## src/rtl/sub_pkg.sv

```systemverilog
// Shared encodings for the nibble-serial subtract sequencer.
package sub_pkg;

    typedef enum logic [1:0] {
        ST_IDLE = 2'd0,
        ST_RUN  = 2'd1,
        ST_DONE = 2'd2
    } state_t;

    localparam int NIB_BITS = 4;

endpackage

```

## src/rtl/fullSub4.sv

```systemverilog
// 4-bit ripple-borrow subtractor: diff = a - b - bin, purely combinational.
module fullSub4 (
    input  logic [3:0] a,
    input  logic [3:0] b,
    input  logic       bin,
    output logic [3:0] diff,
    output logic       bout
);

    logic [4:0] brw;

    always_comb begin
        brw     = '0;
        diff    = '0;
        brw[0]  = bin;
        for (int i = 0; i < 4; i++) begin
            diff[i]  = a[i] ^ b[i] ^ brw[i];
            brw[i+1] = (~a[i] & b[i]) | (~(a[i] ^ b[i]) & brw[i]);
        end
        bout = brw[4];
    end

endmodule

```

## src/rtl/sub4_serial_ctrl.sv

```systemverilog
// Sequences a WIDTH-bit a - b - bin through one shared 4-bit subtractor,
// LSB nibble first, with valid/ready handshakes on operands and result.
//
// state   | meaning
// IDLE    | in_ready=1, waiting for operands
// RUN     | one nibble per clock through u_sub, borrow chained in borrow_q
// DONE    | out_valid=1, result held until out_ready
module sub4_serial_ctrl
    import sub_pkg::*;
#(
    parameter int WIDTH = 16
) (
    input  logic             clk,
    input  logic             rst,
    input  logic             in_valid,
    output logic             in_ready,
    input  logic [WIDTH-1:0] a,
    input  logic [WIDTH-1:0] b,
    input  logic             bin,
    output logic             out_valid,
    input  logic             out_ready,
    output logic [WIDTH-1:0] diff,
    output logic             bout,
    output logic             zero,
    output logic             ovf
);

    localparam int NIB   = WIDTH / NIB_BITS;
    localparam int CNT_W = $clog2(NIB);
    localparam logic [CNT_W-1:0] LAST = CNT_W'(NIB - 1);

    state_t             state_q, state_d;
    logic [CNT_W-1:0]   cnt_q;
    logic [WIDTH-1:0]   a_q, b_q, diff_q, diff_next;
    logic               borrow_q, bout_q, zero_q, ovf_q;
    logic [NIB_BITS-1:0] a_nib, b_nib, dp_diff;
    logic               dp_bout;
    logic               last_nib;

    assign last_nib = (cnt_q == LAST);

    always_comb begin
        a_nib     = '0;
        b_nib     = '0;
        diff_next = diff_q;
        for (int i = 0; i < NIB; i++) begin
            if (cnt_q == CNT_W'(i)) begin
                a_nib                          = a_q[NIB_BITS*i +: NIB_BITS];
                b_nib                          = b_q[NIB_BITS*i +: NIB_BITS];
                diff_next[NIB_BITS*i +: NIB_BITS] = dp_diff;
            end
        end
    end

    fullSub4 u_sub (
        .a    (a_nib),
        .b    (b_nib),
        .bin  (borrow_q),
        .diff (dp_diff),
        .bout (dp_bout)
    );

    always_ff @(posedge clk) begin
        if (rst) state_q <= ST_IDLE;
        else     state_q <= state_d;
    end

    always_comb begin
        state_d = state_q;
        case (state_q)
            ST_IDLE: if (in_valid)  state_d = ST_RUN;
            ST_RUN:  if (last_nib)  state_d = ST_DONE;
            ST_DONE: if (out_ready) state_d = ST_IDLE;
            default:                state_d = ST_IDLE;
        endcase
    end

    always_ff @(posedge clk) begin
        if (rst) begin
            cnt_q    <= '0;
            a_q      <= '0;
            b_q      <= '0;
            borrow_q <= 1'b0;
            diff_q   <= '0;
            bout_q   <= 1'b0;
            zero_q   <= 1'b0;
            ovf_q    <= 1'b0;
        end else begin
            case (state_q)
                ST_IDLE: begin
                    if (in_valid) begin
                        a_q      <= a;
                        b_q      <= b;
                        borrow_q <= bin;
                        cnt_q    <= '0;
                        diff_q   <= '0;
                    end
                end
                ST_RUN: begin
                    diff_q   <= diff_next;
                    borrow_q <= dp_bout;
                    // Exit wins over increment so cnt never wraps.
                    if (last_nib) begin
                        bout_q <= dp_bout;
                        zero_q <= (diff_next == '0);
                        ovf_q  <= (a_q[WIDTH-1] ^ b_q[WIDTH-1]) &
                                  (a_q[WIDTH-1] ^ diff_next[WIDTH-1]);
                    end else begin
                        cnt_q <= cnt_q + 1'b1;
                    end
                end
                default: ;
            endcase
        end
    end

    assign in_ready  = (state_q == ST_IDLE);
    assign out_valid = (state_q == ST_DONE);
    assign diff      = diff_q;
    assign bout      = bout_q;
    assign zero      = zero_q;
    assign ovf       = ovf_q;

endmodule

```

## config.mk

```make
export PLATFORM = sky130hd
export DESIGN_NAME = sub4_serial_ctrl
export DESIGN_NICKNAME = d
export VERILOG_FILES = /design/src/rtl/sub_pkg.sv /design/src/rtl/fullSub4.sv /design/src/rtl/sub4_serial_ctrl.sv
export SDC_FILE = /design/constraint.sdc
export NUM_CORES = 1
export LEC_CHECK = 0
export CORE_MARGIN = 2
export CORE_UTILIZATION = 53
export DETAILED_ROUTE_END_ITERATION = 16
export GPL_ROUTABILITY_DRIVEN = 0
export PLACE_DENSITY = 0.84
export SYNTH_ARGS = -nofsm -noshare
export SYNTH_HDL_FRONTEND = slang
export SYNTH_SLANG_ARGS = --single-unit
```

## constraint.sdc

```tcl
create_clock -name clk -period 8.21 [get_ports clk]
set_input_delay 1.2315 -clock clk [delete_from_list [all_inputs] [get_ports clk]]
set_output_delay 1.2315 -clock clk [all_outputs]
set_load 0.005 [all_outputs]
```

==> metrics.txt, run 1 <==
vias in the first global route=2037; NetSw=150 uW; clock slew at reported path FFs=0.10 ns; Lkg Pwr=0.00113 uW; worst setup margin=4.19 ns; mean area per synthesized cell=8.03 sq um; CTS Buf Count=5; Skew-Pair Late Insertion Delay=0.30 ns; Mapped Nets=356; clk buf depth=2; synth top area cells=dfxtp_1 (45%), nand2_1 (11%), a21oi_1 (10%), nor2_1 (3.3%), fa_1 (3.2%); root buf cell=clkbuf_8; Multi-input gate area=1240 sq um; combinational power share=0.191; initial DRC count=132; die height=72.6 um; final setup fails=0; Slew Viols, Final=0; Clock Skews=0.00767 ns; buffers added on ports=57; Synth area leader=dfxtp_1; DRT Pass-1 Iters=4; Worst-Margin Slew=1.03 ns; crit path DAT=4.25 ns; pre-CTS setup slack=4.24 ns; Flop pwr share=0.532; asr flop ratio synth=0; run status=completed; Final #Nets=398; Gates resized, CTS repair=0; cell count after synthesis=311; die area=5280 sq um; fillers=390; # rows=24; placed cell count=398; final hold vios=0; final worst path period share=0.490; hpwl dp=3730 um; Int Power=402 uW; maximum capacitance violations=0; sequential cell area=1120 sq um; Primary FF master, synth=dfxtp_1; Worst EP required=8.44 ns; Synth Cell Area=2500 sq um; Peak Freq=249 MHz; Setup Fix Bufs, Post-CTS=0; drt drc=0; Synth Register Bits=56; ratio of cells with drive above 1 in the final layout=0.0395; Net Sw Frac=0.271; CTS tree=yes; drt total wl=5420 um; RSZ-0062 raised after global routing=no; Syn-to-layout area delta=24.9%; Final ANT Viol Nets=0; Distinct cells, synth=32; Cell Count, Final, Fillers Out=406; Worst Hold Class=flop to flop; H-tree levels=2; I/O pin cnt=58; fin crit period=4.02 ns; WHS=0.461 ns; # clock sinks=56; CP max FO=22; Initial Util=0.562; Hold Buf Count CTS=0; critical path class=flop to flop; Antenna diodes=0; clock share of power=0.277; Yosys top cell area share=0.449; largest net degree at the start of global routing=57; maximum vdd drop=117 uV; DR WL/cell=13.3 um; Setup TNS=0 ns; overall global routing resource usage=0.213; synth cell count leaders=nand2_1 (75), dfxtp_1 (56), a21oi_1 (50); Worst setup EP type=flop; first-pass GRT wire length=8980 um; Startpoint Class=flop; DR vias=2263; most frequent cell after synthesis=nand2_1; pwr/cell area=177 nW/um^2; Avg Vias per Cell=5.57; number of flops mapped to enable cells by yosys=0; Core Area=4440 sq um; global route total overflow=0; Warnings, synthesis=0; die width=72.6 um; Slew HR=0.312; initial antenna violation count=0; register area share after synthesis=0.449
[registers in the layout (all words and copies together) (netlist names)]
name,cells
a_q,16
b_q,16
diff,16
cnt_q,2
state_q,2
borrow_q,1
bout,1
ovf,1
zero,1
[path summary, 6_finish.rpt]
| kind | start | endpoint | slack, ns | depth (start not counted) |
|---|---|---|---|---|
| min reg2reg | b_q[1] | b_q[1] | 0.46 | 2 |
| max | cnt_q[1] | zero | 4.19 | 17 |
| max reg2reg | cnt_q[1] | zero | 4.19 | 17 |
| min | b_q[1] | b_q[1] | 0.46 | 2 |
[layout make-up]
| cell class | count | share of cell area |
|---|---|---|
| inverter | 7 | 0.00842 |
| sequential | 56 | 0.359 |
| tap | 52 | 0.0209 |
| clock inverter | 2 | 0.00321 |
| multi-input combinational | 225 | 0.398 |
| clock buffer | 6 | 0.0265 |
| timing repair buffer | 58 | 0.184 |
[power groups by stage]
stage	Combinational, uW	Sequential (uW)	Clock [uW]
floorplan	68.5	297	0
global placement	102	300	0
detailed placement	104	300	0
CTS	105	294	154
global route	117	295	164
finish	105	294	153
[per-layer routing]
metal,global-route usage,up-vias,wire [um]
met4,0.0617,0,42
met2,0.366,66,2730
met3,0.0345,5,252
met5,0,-,0
li1,-,1142,-
met1,0.277,1050,2400
[metrics by stage]
stage               utilization  total power (uW)  cell area (sq um)
detailed placement        0.681               404               3030
global placement          0.681               402               3030
floorplan                     -               365               2500
global route              0.702               576               3120
finish                    0.702               552               3120
CTS                       0.702               552               3120
[layout by cell type, fill, tap and decap left out, drive strengths merged, types with 6 or more instances in the layout]
cell           count
clkbuf             6
inv                7
nor3               8
o21ai              9
nand2             76
nor2              22
clkdlybuf4s50     56
dfxtp             56
a22oi             10
nor2b             10
a21oi             50
a32oi              8
[critical path, stage by stage, from the launching register on]
cell and delay, ns:
dfxtp_1 0.35, inv_1 0.09, ha_1 0.61, nor2b_1 0.10, a221oi_1 0.29, nor3_1 0.08
a21oi_1 0.19, fa_1 0.20, inv_1 0.05, fa_1 0.36, inv_1 0.08, fa_1 0.16
inv_1 0.05, fa_1 0.53, nor4bb_1 0.26, o21ai_0 0.10, or3_1 0.32, a21oi_1 0.13
[cells by family (layout without fill, tap and decap cells)]
logic type               Yosys count  count (layout)  synth area share
AND/OR/NAND/NOR                  133             133             0.244
AO/OA/AOI/OAI                     83              83             0.197
flip-flops                        56              56             0.449
buffers and inverters             30              73            0.0536
adder cells (fa/ha/maj)            8               8            0.0521
multiplexers                       1               1           0.00401
(Power assumes the default switching activity.)
==> inputs of run 2 (changes only) <==
- CORE_UTILIZATION: 53 -> 45
- PLACE_DENSITY: 0.84 -> 0.76
- clock period: 8.21 -> 3.3 ns (I/O delays scaled with it)
==> metrics.txt, run 2 (synthesis results as in run 1) <==
Avg Vias per Cell=5.21 (-6.5%); I/O pin cnt=58 (unchanged); Clock Skews=0.00661 ns (-0.00106 ns); maximum capacitance violations=0 (unchanged); CP Cell Sequence=buf_4, ha_4, buf_4, a21oi_2, o21ai_2, fa_2, inv_2, fa_2, inv_2, fa_2, inv_2, fa_1, buf_4, buf_6, nor3b_1, nor3_2, nor3_1; initial antenna violation count=0 (unchanged); Slew HR=0.310 (-0.00256); overall global routing resource usage=0.209 (-0.00359); Hold Buf Count CTS=0 (unchanged); pwr/cell area=446 nW/um^2 (+150%); clk buf depth=2 (unchanged); Slew Viols, Final=0 (unchanged); WHS=0.460 ns (-0.000876 ns); clock slew at reported path FFs=0.10 ns (about the same); Setup TNS=-0.450 ns (-0.450 ns); root buf cell=clkbuf_8; Critical Path Max Stage Delay=0.42 ns (-0.19 ns); final hold vios=0 (unchanged); Worst-Margin Slew=1.03 ns (+0.00383 ns); final worst path period share=1.04 (+0.547); Antenna diodes=0 (unchanged); final setup fails=6 (+6); initial DRC count=146 (+11%); die area=6160 sq um (+17%); Syn-to-layout area delta=36.5%; pre-CTS setup slack=-0.175 ns (-4.41 ns); drt drc=0 (unchanged); slowest CP cell=fa_1; Lkg Pwr=0.00122 uW (+8.3%); Peak Freq=292 MHz (+18%); Routed met1 length=2760 um (+15%); drt total wl=6220 um (+15%); Worst EP required=3.54 ns (-4.90 ns); Worst setup EP type=flop; fillers=476 (+22%); CTS tree=yes; Startpoint Class=flop; failing checks=setup timing; final core utilization=0.627 (-0.0755); placed cell areas=3170 sq um (+4.6%); Skew-Pair Late Insertion Delay=0.32 ns (+0.02 ns); most common cell after layout, fill and taps aside=nand2_1; CTS Buf Count=5 (unchanged); Initial Util=0.459 (-0.103); buffers added on ports=57 (unchanged); DR WL/cell=14.1 um (+5.7%); H-tree levels=2 (unchanged); # rows=27 (+13%); fin crit period=3.42 ns (-0.600 ns); routed wl met2=3030 um (+11%); Final #Nets=413 (+3.8%); Worst Hold Class=flop to flop; DR vias=2299 (+1.6%); largest net degree at the start of global routing=57 (unchanged); Final ANT Viol Nets=0 (unchanged); run status=finished with violations; hpwl dp=4210 um (+13%); Core Area=5440 sq um (+22%); DR WL met3=273 um (+8.3%); DRT Pass-1 Iters=4 (unchanged); die width=78.5 um (+8.1%); global route total overflow=0 (unchanged); ratio of cells with drive above 1 in the final layout=0.152 (+0.112); Final Cell Area=3410 sq um (+9.2%); die height=78.5 um (+8.1%); vias in the first global route=2181 (+7.1%); maximum vdd drop=211 uV (+79%); RSZ-0062 raised after global routing=yes; critical path class=flop to flop; CP max FO=7 (-68%); worst setup margin=-0.120 ns (-4.31 ns); first-pass GRT wire length=10100 um (+13%); DR top layer=met4; crit path DAT=3.66 ns (-0.59 ns); most frequent cells in the layout=nand2_1 (74), clkdlybuf4s50_1 (56), dfxtp_1 (54), a21oi_1 (46), nor2_1 (22); # clock sinks=56 (unchanged)
[run 2: critical path, delay by kind of cell (launching register included)]
kind	cells	cell delay (ns)
AOI/OAI and AO/OA	2	0.28
adders and majority gates	5	1.48
buffers and inverters	7	0.75
DFF	1	0.37
and+or+nand+nor	3	0.45
[run 2: per-stage QoR]
step / instances / total power, uW
after floorplan: 311 / 919
after global placement: 430 / 1030
after detailed placement: 430 / 1040
after CTS: 440 / 1490
after global routing: 441 / 1590
final: 441 / 1520
[run 2: timing repair]
item,in CTS,in global routing
endpoints found under the setup margin,6,6
setup buffers,2,1
pin swaps,9,5
gates resized for setup,15,14
cloned,0,0
[run 2: worst paths after layout]
| kind | startpoint | to | slack (ns) | depth (start not counted) |
|---|---|---|---|---|
| worst max-delay path | cnt_q[1] | ovf | -0.12 | 17 |
| worst min-delay path | b_q[2] | b_q[2] | 0.46 | 2 |
| worst max register to register | cnt_q[1] | ovf | -0.12 | 17 |
| worst min register to register | b_q[2] | b_q[2] | 0.46 | 2 |
[run 2: area by class of cell]
| class | count | area, sq um | share of cell area |
|---|---|---|---|
| tap | 72 | 90.1 | 0.0264 |
| timing repair buffer | 73 | 693 | 0.203 |
| multi-input combinational | 225 | 1360 | 0.398 |
| clock buffer | 5 | 68.8 | 0.0202 |
| sequential | 56 | 1130 | 0.331 |
| inverter | 7 | 28.8 | 0.00844 |
| clock inverter | 3 | 42.5 | 0.0125 |
[run 2: power by group]
group | internal [uW] | leakage [uW] | switching [uW] | total, uW
Clock | 225 | 0.0000541 | 228 | 452
Combinational | 172 | 0.000711 | 164 | 336
Sequential | 707 | 0.000458 | 24.3 | 732
[run 2: metal layers]
metal  vias up  GRT usage
met4         0      0.104
met5         -          0
met2        63      0.348
met1      1048      0.258
met3        15     0.0425
li1       1173          -
